## config.mk

```make
export PLATFORM = sky130hd
export DESIGN_NAME = seq_auction
export DESIGN_NICKNAME = d
export VERILOG_FILES = /design/src/rtl/seq_auction.sv
export SDC_FILE = /design/constraint.sdc
export NUM_CORES = 1
export LEC_CHECK = 0
export CAP_MARGIN = 10
export CORE_ASPECT_RATIO = 1.25
export CORE_UTILIZATION = 59
export CTS_CLUSTER_SIZE = 12
export DETAILED_ROUTE_END_ITERATION = 12
export PLACE_DENSITY = 0.88
export SLEW_MARGIN = 5
export SYNTH_ARGS = -nofsm -noshare
export SYNTH_HDL_FRONTEND = slang
export SYNTH_SLANG_ARGS = --single-unit
export TNS_END_PERCENT = 10
```

## constraint.sdc

```tcl
create_clock -name clk -period 5 [get_ports clk]
set_clock_uncertainty 0.15 [all_clocks]
set_input_delay 1 -clock clk [delete_from_list [all_inputs] [get_ports clk]]
set_output_delay 1 -clock clk [all_outputs]
set_load 0.01 [all_outputs]
```

## src/rtl/seq_auction.sv

```systemverilog
// seq_auction
// Sequential sealed-bid auction engine. It collects 2^N unsigned bids, one per
// valid/ready handshake, and tracks the highest and second-highest bid as the
// bids arrive. When the last bid of a round is accepted it reports the winner
// index, the winning bid, the clearing price (first-price or second-price) and
// a reserve-not-met flag. Rounds can run back to back from DONE.
//
// Ports
//   clk          rising-edge clock
//   rst_n        synchronous active-low reset
//   start        begin a round (honoured in IDLE or DONE only)
//   mode         0 = first-price, 1 = second-price; sampled with start
//   reserve      minimum acceptable winning bid; sampled with start
//   bid_valid    bid present on bid
//   bid_ready    engine accepts a bid this cycle
//   bid          bid value; bidder index is arrival order 0..2^N-1
//   busy         round in progress
//   done         result valid
//   winner       index of the highest bidder
//   winning_bid  highest bid
//   price        clearing price
//   no_sale      winning_bid < reserve
module seq_auction #(
  parameter int N = 2,
  parameter int W = 8
) (
  input  logic         clk,
  input  logic         rst_n,
  input  logic         start,
  input  logic         mode,
  input  logic [W-1:0] reserve,
  input  logic         bid_valid,
  output logic         bid_ready,
  input  logic [W-1:0] bid,
  output logic         busy,
  output logic         done,
  output logic [N-1:0] winner,
  output logic [W-1:0] winning_bid,
  output logic [W-1:0] price,
  output logic         no_sale
);

  typedef enum logic [1:0] {
    IDLE    = 2'd0,
    COLLECT = 2'd1,
    DONE    = 2'd2
  } state_t;

  // Index of the final bid of a round; the counter is one bit wider than the
  // index so it never wraps inside a round.
  localparam logic [N:0] LAST_IDX = {1'b0, {N{1'b1}}};

  state_t       state_reg;
  logic         busy_reg;
  logic         done_reg;
  logic         mode_reg;
  logic [W-1:0] reserve_reg;
  logic [N:0]   count_reg;
  logic [W-1:0] max_reg;
  logic [W-1:0] second_reg;
  logic [N-1:0] max_idx_reg;

  logic [N-1:0] winner_reg;
  logic [W-1:0] winning_bid_reg;
  logic [W-1:0] price_reg;
  logic         no_sale_reg;

  logic [W-1:0] max_next;
  logic [W-1:0] second_next;
  logic [N-1:0] max_idx_next;
  logic         accept;
  logic         last_bid;

  assign accept   = busy_reg && bid_valid;
  assign last_bid = (count_reg == LAST_IDX);

  // Running top-two update for the bid currently on the input. Strict '>'
  // keeps the earliest bidder on a tie for the top, while the tying bid still
  // lifts the runner-up so a second-price tie clears at the top bid.
  always_comb begin
    max_next     = max_reg;
    second_next  = second_reg;
    max_idx_next = max_idx_reg;
    if (bid > max_reg) begin
      second_next  = max_reg;
      max_next     = bid;
      max_idx_next = count_reg[N-1:0];
    end else if (bid > second_reg) begin
      second_next = bid;
    end
  end

  always_ff @(posedge clk) begin
    if (!rst_n) begin
      state_reg       <= IDLE;
      busy_reg        <= 1'b0;
      done_reg        <= 1'b0;
      mode_reg        <= 1'b0;
      reserve_reg     <= '0;
      count_reg       <= '0;
      max_reg         <= '0;
      second_reg      <= '0;
      max_idx_reg     <= '0;
      winner_reg      <= '0;
      winning_bid_reg <= '0;
      price_reg       <= '0;
      no_sale_reg     <= 1'b0;
    end else begin
      case (state_reg)
        IDLE, DONE: begin
          if (start) begin
            state_reg   <= COLLECT;
            busy_reg    <= 1'b1;
            done_reg    <= 1'b0;
            mode_reg    <= mode;
            reserve_reg <= reserve;
            count_reg   <= '0;
            max_reg     <= '0;
            second_reg  <= '0;
            max_idx_reg <= '0;
          end
        end
        COLLECT: begin
          if (accept) begin
            max_reg     <= max_next;
            second_reg  <= second_next;
            max_idx_reg <= max_idx_next;
            count_reg   <= count_reg + 1'b1;
            if (last_bid) begin
              // Results are loaded from the post-update values so the final
              // bid is included without an extra cycle.
              state_reg       <= DONE;
              busy_reg        <= 1'b0;
              done_reg        <= 1'b1;
              winner_reg      <= max_idx_next;
              winning_bid_reg <= max_next;
              price_reg       <= mode_reg ? second_next : max_next;
              no_sale_reg     <= (max_next < reserve_reg);
            end
          end
        end
        default: begin
          state_reg <= IDLE;
          busy_reg  <= 1'b0;
          done_reg  <= 1'b0;
        end
      endcase
    end
  end

  assign bid_ready   = busy_reg;
  assign busy        = busy_reg;
  assign done        = done_reg;
  assign winner      = winner_reg;
  assign winning_bid = winning_bid_reg;
  assign price       = price_reg;
  assign no_sale     = no_sale_reg;

endmodule

```

# Word level (Yosys, flattened, before mapping)
# Index checks and enable logic that the tools add are counted.
[totals] regBits=53
[op_classes] add_sub_neg=1 order_cmp=3 n_eq_ne=6 mux=28 reduce_logical=8
[op_table] operator="$mux 8" count=7
[op_table] operator="$pmux 8 s2" count=2
[op_table] operator="$gt 8x8->1" count=2
[op_table] operator="$mux 2" count=6
[op_table] operator="$reduce_and 3->1" count=3
[op_table] operator="$lt 8x8->1" count=1
[op_table] operator="$pmux 2 s2" count=2
[op_table] operator="$mux 1" count=6
[op_table] operator="$mux 3" count=2
[op_table] operator="$ne 2x2->1 const B" count=3
[op_table] operator="$pmux 3 s2" count=1
[op_table] operator="$pmux 1 s2" count=2
[op_table] operator="$add 3x1->3 const B" count=1
[op_table] operator="$eq 3x2->1 const B" count=1
[op_table] operator="$eq 2x1->1 const B" count=1
[op_table] operator="$eq 2x2->1 const B" count=1
[op_table] operator="$logic_not 2->1" count=1
[op_table] operator="$reduce_and 2->1" count=1
[op_table] operator="$reduce_bool 2->1" count=1
[op_table] operator="$reduce_or 2->1" count=1
[op_table] operator="$logic_and 1x1->1" count=1

# Logic depth before layout (Yosys ltp)
[logic_depth] ltp_word=5 mapped_depth=17 mapped_depth_nobuf=14

# Least setup slack after synthesis
# No wires, ideal clock.
[synth_path] path_kind="in2reg" start="input port bid[1]" end="register no_sale_reg, in the netlist no_sale" setup_ps=75 arrival_ps=3464 required_time_ps=4775 setup_slack_ps=1311 stages=14 n_path_buf=1 cell_sequence="ha_1 -> nor2b_1 -> o211ai_1 -> a21o_1 -> a21oi_1 -> buf_2 -> a21oi_1 -> inv_1 -> ha_1 -> a211oi_1 -> nor2_1 -> nor3_1 -> nand4_1 -> a31oi_1"
[synth_between] elab_chain_cells=3
[synth_rtl] element="start: declaration" line_no="34" rtl="input logic [W-1:0] bid,"
[synth_rtl] element="$gt 8x8->1" line_no="84" rtl="if (bid > max_reg) begin"
[synth_rtl] element="$mux 8" line_no="84"
[synth_rtl] element="named net max_next[5]" line_no="68" rtl="logic [W-1:0] max_next;"
[synth_rtl] element="$lt 8x8->1" line_no="138" rtl="no_sale_reg <= (max_next < reserve_reg);"
[synth_rtl] element="end signal: assignment" line_no="138"
[synth_rtl] element="end: declaration" line_no="66" rtl="logic no_sale_reg;"
# The timed path passes the listed nets, and every way through them passes these cells.
# A chain may end at the register's enable or synchronous reset.

# Worst setup path after layout
# Same ends and word-level chain as after synthesis.

==> flow_summary.json <==
{
  "gr-total-overflow": 0,
  "cellLeakagePower_nw": 1.31,
  "cts-htree-levels": 2,
  "min_to": "reserve_reg[3]",
  "drc_errors": 0,
  "cp.arrival_ps": 4270,
  "grt_max_degree": 25,
  "cts_hold_buffers": 0,
  "yosys.cell_types.count": 50,
  "finalPower_w": 0.000812,
  "min_from": "reserve_reg[3]",
  "end_kind": "register",
  "vias_per_cell": 6.32,
  "p_int_w": 0.000590,
  "cp-start-kind": "input pin",
  "peakVddDrop_mv": 0.196,
  "diodes": 0,
  "dominantRegCellSynth": "dfxtp_1",
  "slowest_delay_ps": 510,
  "num_rows": 29,
  "dp.cells": 473,
  "slew_violations": 0,
  "dr_total_vias": 3038,
  "cts_root_buf": "clkbuf_8",
  "nets": 464,
  "die_area_um2": 5560,
  "clk_pin_slew_worst_paths_ps": 90,
  "cp.required_ps": 5080,
  "start_util_pct": 61.1,
  "ant_nets": 0,
  "synth_top_area_share_pct": 33.5,
  "r2r-end": "no_sale",
  "grt_use_total_pct": 32.0,
  "wl_per_cell_um": 17.3,
  "synth-seq-area-share_pct": 33.5,
  "grt_first_pass_wirelength_um": 13400,
  "syn-num-nets": 424,
  "cts_max_path_buffers": 2,
  "final_common_cell": "dfxtp_1",
  "relSlewSlack_pct": 47.1,
  "numClockSinks": 52,
  "port_buffers": 42,
  "cpMaxStageDelayCell": "clkdlybuf4s50_1",
  "rsz0062_at_grt": "false",
  "pwr-share-clk_pct": 30.4,
  "cp_cell_sequence": "clkdlybuf4s50_1, ha_1, nor2b_1, o211ai_1, a21o_1, a21oi_1, a21oi_1, inv_1, ha_1, a211oi_1, nor2_1, nor3_1, nand4_1, a31oi_1",
  "synth_edf_count": 0,
  "cts_resized": 0,
  "yosys_warnings": 0,
  "ioPinCount": 43,
  "worst_pin_slew_ps": 792,
  "synth_cells": 378,
  "drt_iter0_markers": 219,
  "drt-pass1-iter-count": 6,
  "cp_max_fo": 7,
  "layout_common_cells": "dfxtp_1, nand2_1, clkdlybuf4s50_1",
  "hp-class": "register to register",
  "dp_slack_ps": 554,
  "core_um2": 5080,
  "reg2reg_depth": 14,
  "finalCriticalPeriod_ps": 4190,
  "hold_viol": 0,
  "ys_ff_latch": 52,
  "status": "finished clean",
  "areaGrowthSynthToFinish_pct": 18.9,
  "period_share_pct": 83.8,
  "gp_congestion": 1.03,
  "max_freq_mhz": 239,
  "fin_ws_ps": 809,
  "grt_pass1_vias": 2790,
  "avgSynthCellArea_um2": 8.21,
  "dp.final_hpwl_um": 6230,
  "r2r_slack_ps": 1550,
  "whs_ps": 307,
  "numCtsBuffers": 5,
  "finalSetupTns_ps": 0,
  "holdPathStages": 2,
  "cts_tree": "done",
  "synthesis.area_um2": 3100,
  "crit_path_start": "bid[1]",
  "pwr-share-seq_pct": 52.8,
  "clock_insertion_delay_worst_skew_ps": 300,
  "die_x_um": 66.9,
  "synth.area.top_cells": "dfxtp_1, ha_1, a21oi_1",
  "final_layout_size_suffix_gt1_share_pct": 7.88,
  "instances_no_fill": 481,
  "power.density_nw_per_um2": 220,
  "reg2reg_from": "max_reg[1]",
  "synthArstFlopShare_pct": 0,
  "p_sw_share_pct": 27.3,
  "chipHeight_um": 83.1,
  "postCtsSetupBuffers": 0,
  "setup_viol": 0,
  "routed_wl_um": 8340,
  "antenna_found_initial": 0,
  "path_class": "input pin to register",
  "maxCapViolCount": 0,
  "power_frac_comb_pct": 16.8,
  "synth_top_cell_by_area": "dfxtp_1",
  "switchingPower_w": 0.000222
}
## cell families (layout without fill, tap and decap cells)
| family | after synthesis | count (layout) | share of synthesized area, % |
|---|---|---|---|
| mux | 8 | 8 | 2.58 |
| compound gates | 121 | 121 | 26.4 |
| simple gates | 118 | 118 | 20.4 |
| fa+ha+maj | 25 | 25 | 10.1 |
| buf+inv | 54 | 95 | 7.05 |
| flops | 52 | 52 | 33.5 |
## per-stage QoR
stage	instance area [um2]	utilization (%)
global placement	3600	70.9
detailed placement	3600	70.9
floorplan	3100	-
CTS	3690	72.7
finish	3690	72.7
global route	3690	72.7
## layer usage
metal,GRT usage [%],part of all wire [%],wire (um),vias to the layer above
met5,0,0,0,-
met4,18.4,4.9,408,0
met3,5.77,6.0,500,32
met2,51.0,49,4050,147
met1,39.5,40,3370,1388
li1,-,-,-,1471
## worst max-delay path, delay by kind of cell
family | cells | cell delay [ps]
AO/OA/AOI/OAI | 6 | 1600
adder cells (fa/ha/maj) | 2 | 540
buffers and inverters | 2 | 600
AND/OR/NAND/NOR | 4 | 540
## synth_stat cells, types with 2 or more instances
library cell and n:
dfxtp_1 52, nand2_1 42, a21oi_1 35, inv_1 32
o21ai_0 29, ha_1 25, nand3_1 14, clkbuf_1 11
nand4_1 10, nor3_1 10, a32oi_1 8, mux2i_1 8
nand3b_1 8, nor2_1 8, or3_1 8, buf_2 7
o2111ai_1 7, a211o_1 6, a31oi_1 6, o21bai_1 6
nor2b_1 4, a211oi_1 3, a32o_1 3, nand2b_1 3
a211oi_2 2, and3_1 2, buf_1 2, buf_4 2
o2111a_1 2, o211ai_1 2, o21ai_1 2
## worst max path at each step
stage	slack, ps	depth (start not counted)	endpoint
after global placement	680	14	no_sale
after detailed placement	550	14	no_sale
after floorplan	1310	14	no_sale
after global routing	430	14	no_sale
after CTS	880	14	no_sale
final	810	14	no_sale
## final cells by class
type / instances / area, um2
Inverter: 32 / 120
Timing Repair Buffer: 55 / 518
Sequential cell: 52 / 1040
Tap cell: 62 / 77.6
Clock buffer: 8 / 90.1
Multi-Input combinational cell: 272 / 1840
Fill cell: 411 / 1390
## power by group through the flow
| stage | registers, W | clock network (W) | logic, W |
|---|---|---|---|
| floorplan | 0.000435 | 0 | 0.0000874 |
| global placement | 0.000438 | 0 | 0.000130 |
| detailed placement | 0.000438 | 0 | 0.000134 |
| CTS | 0.000428 | 0.000249 | 0.000135 |
| global route | 0.000430 | 0.000267 | 0.000151 |
| finish | 0.000428 | 0.000247 | 0.000136 |
Note: power is estimated with default switching activity, not from simulation.
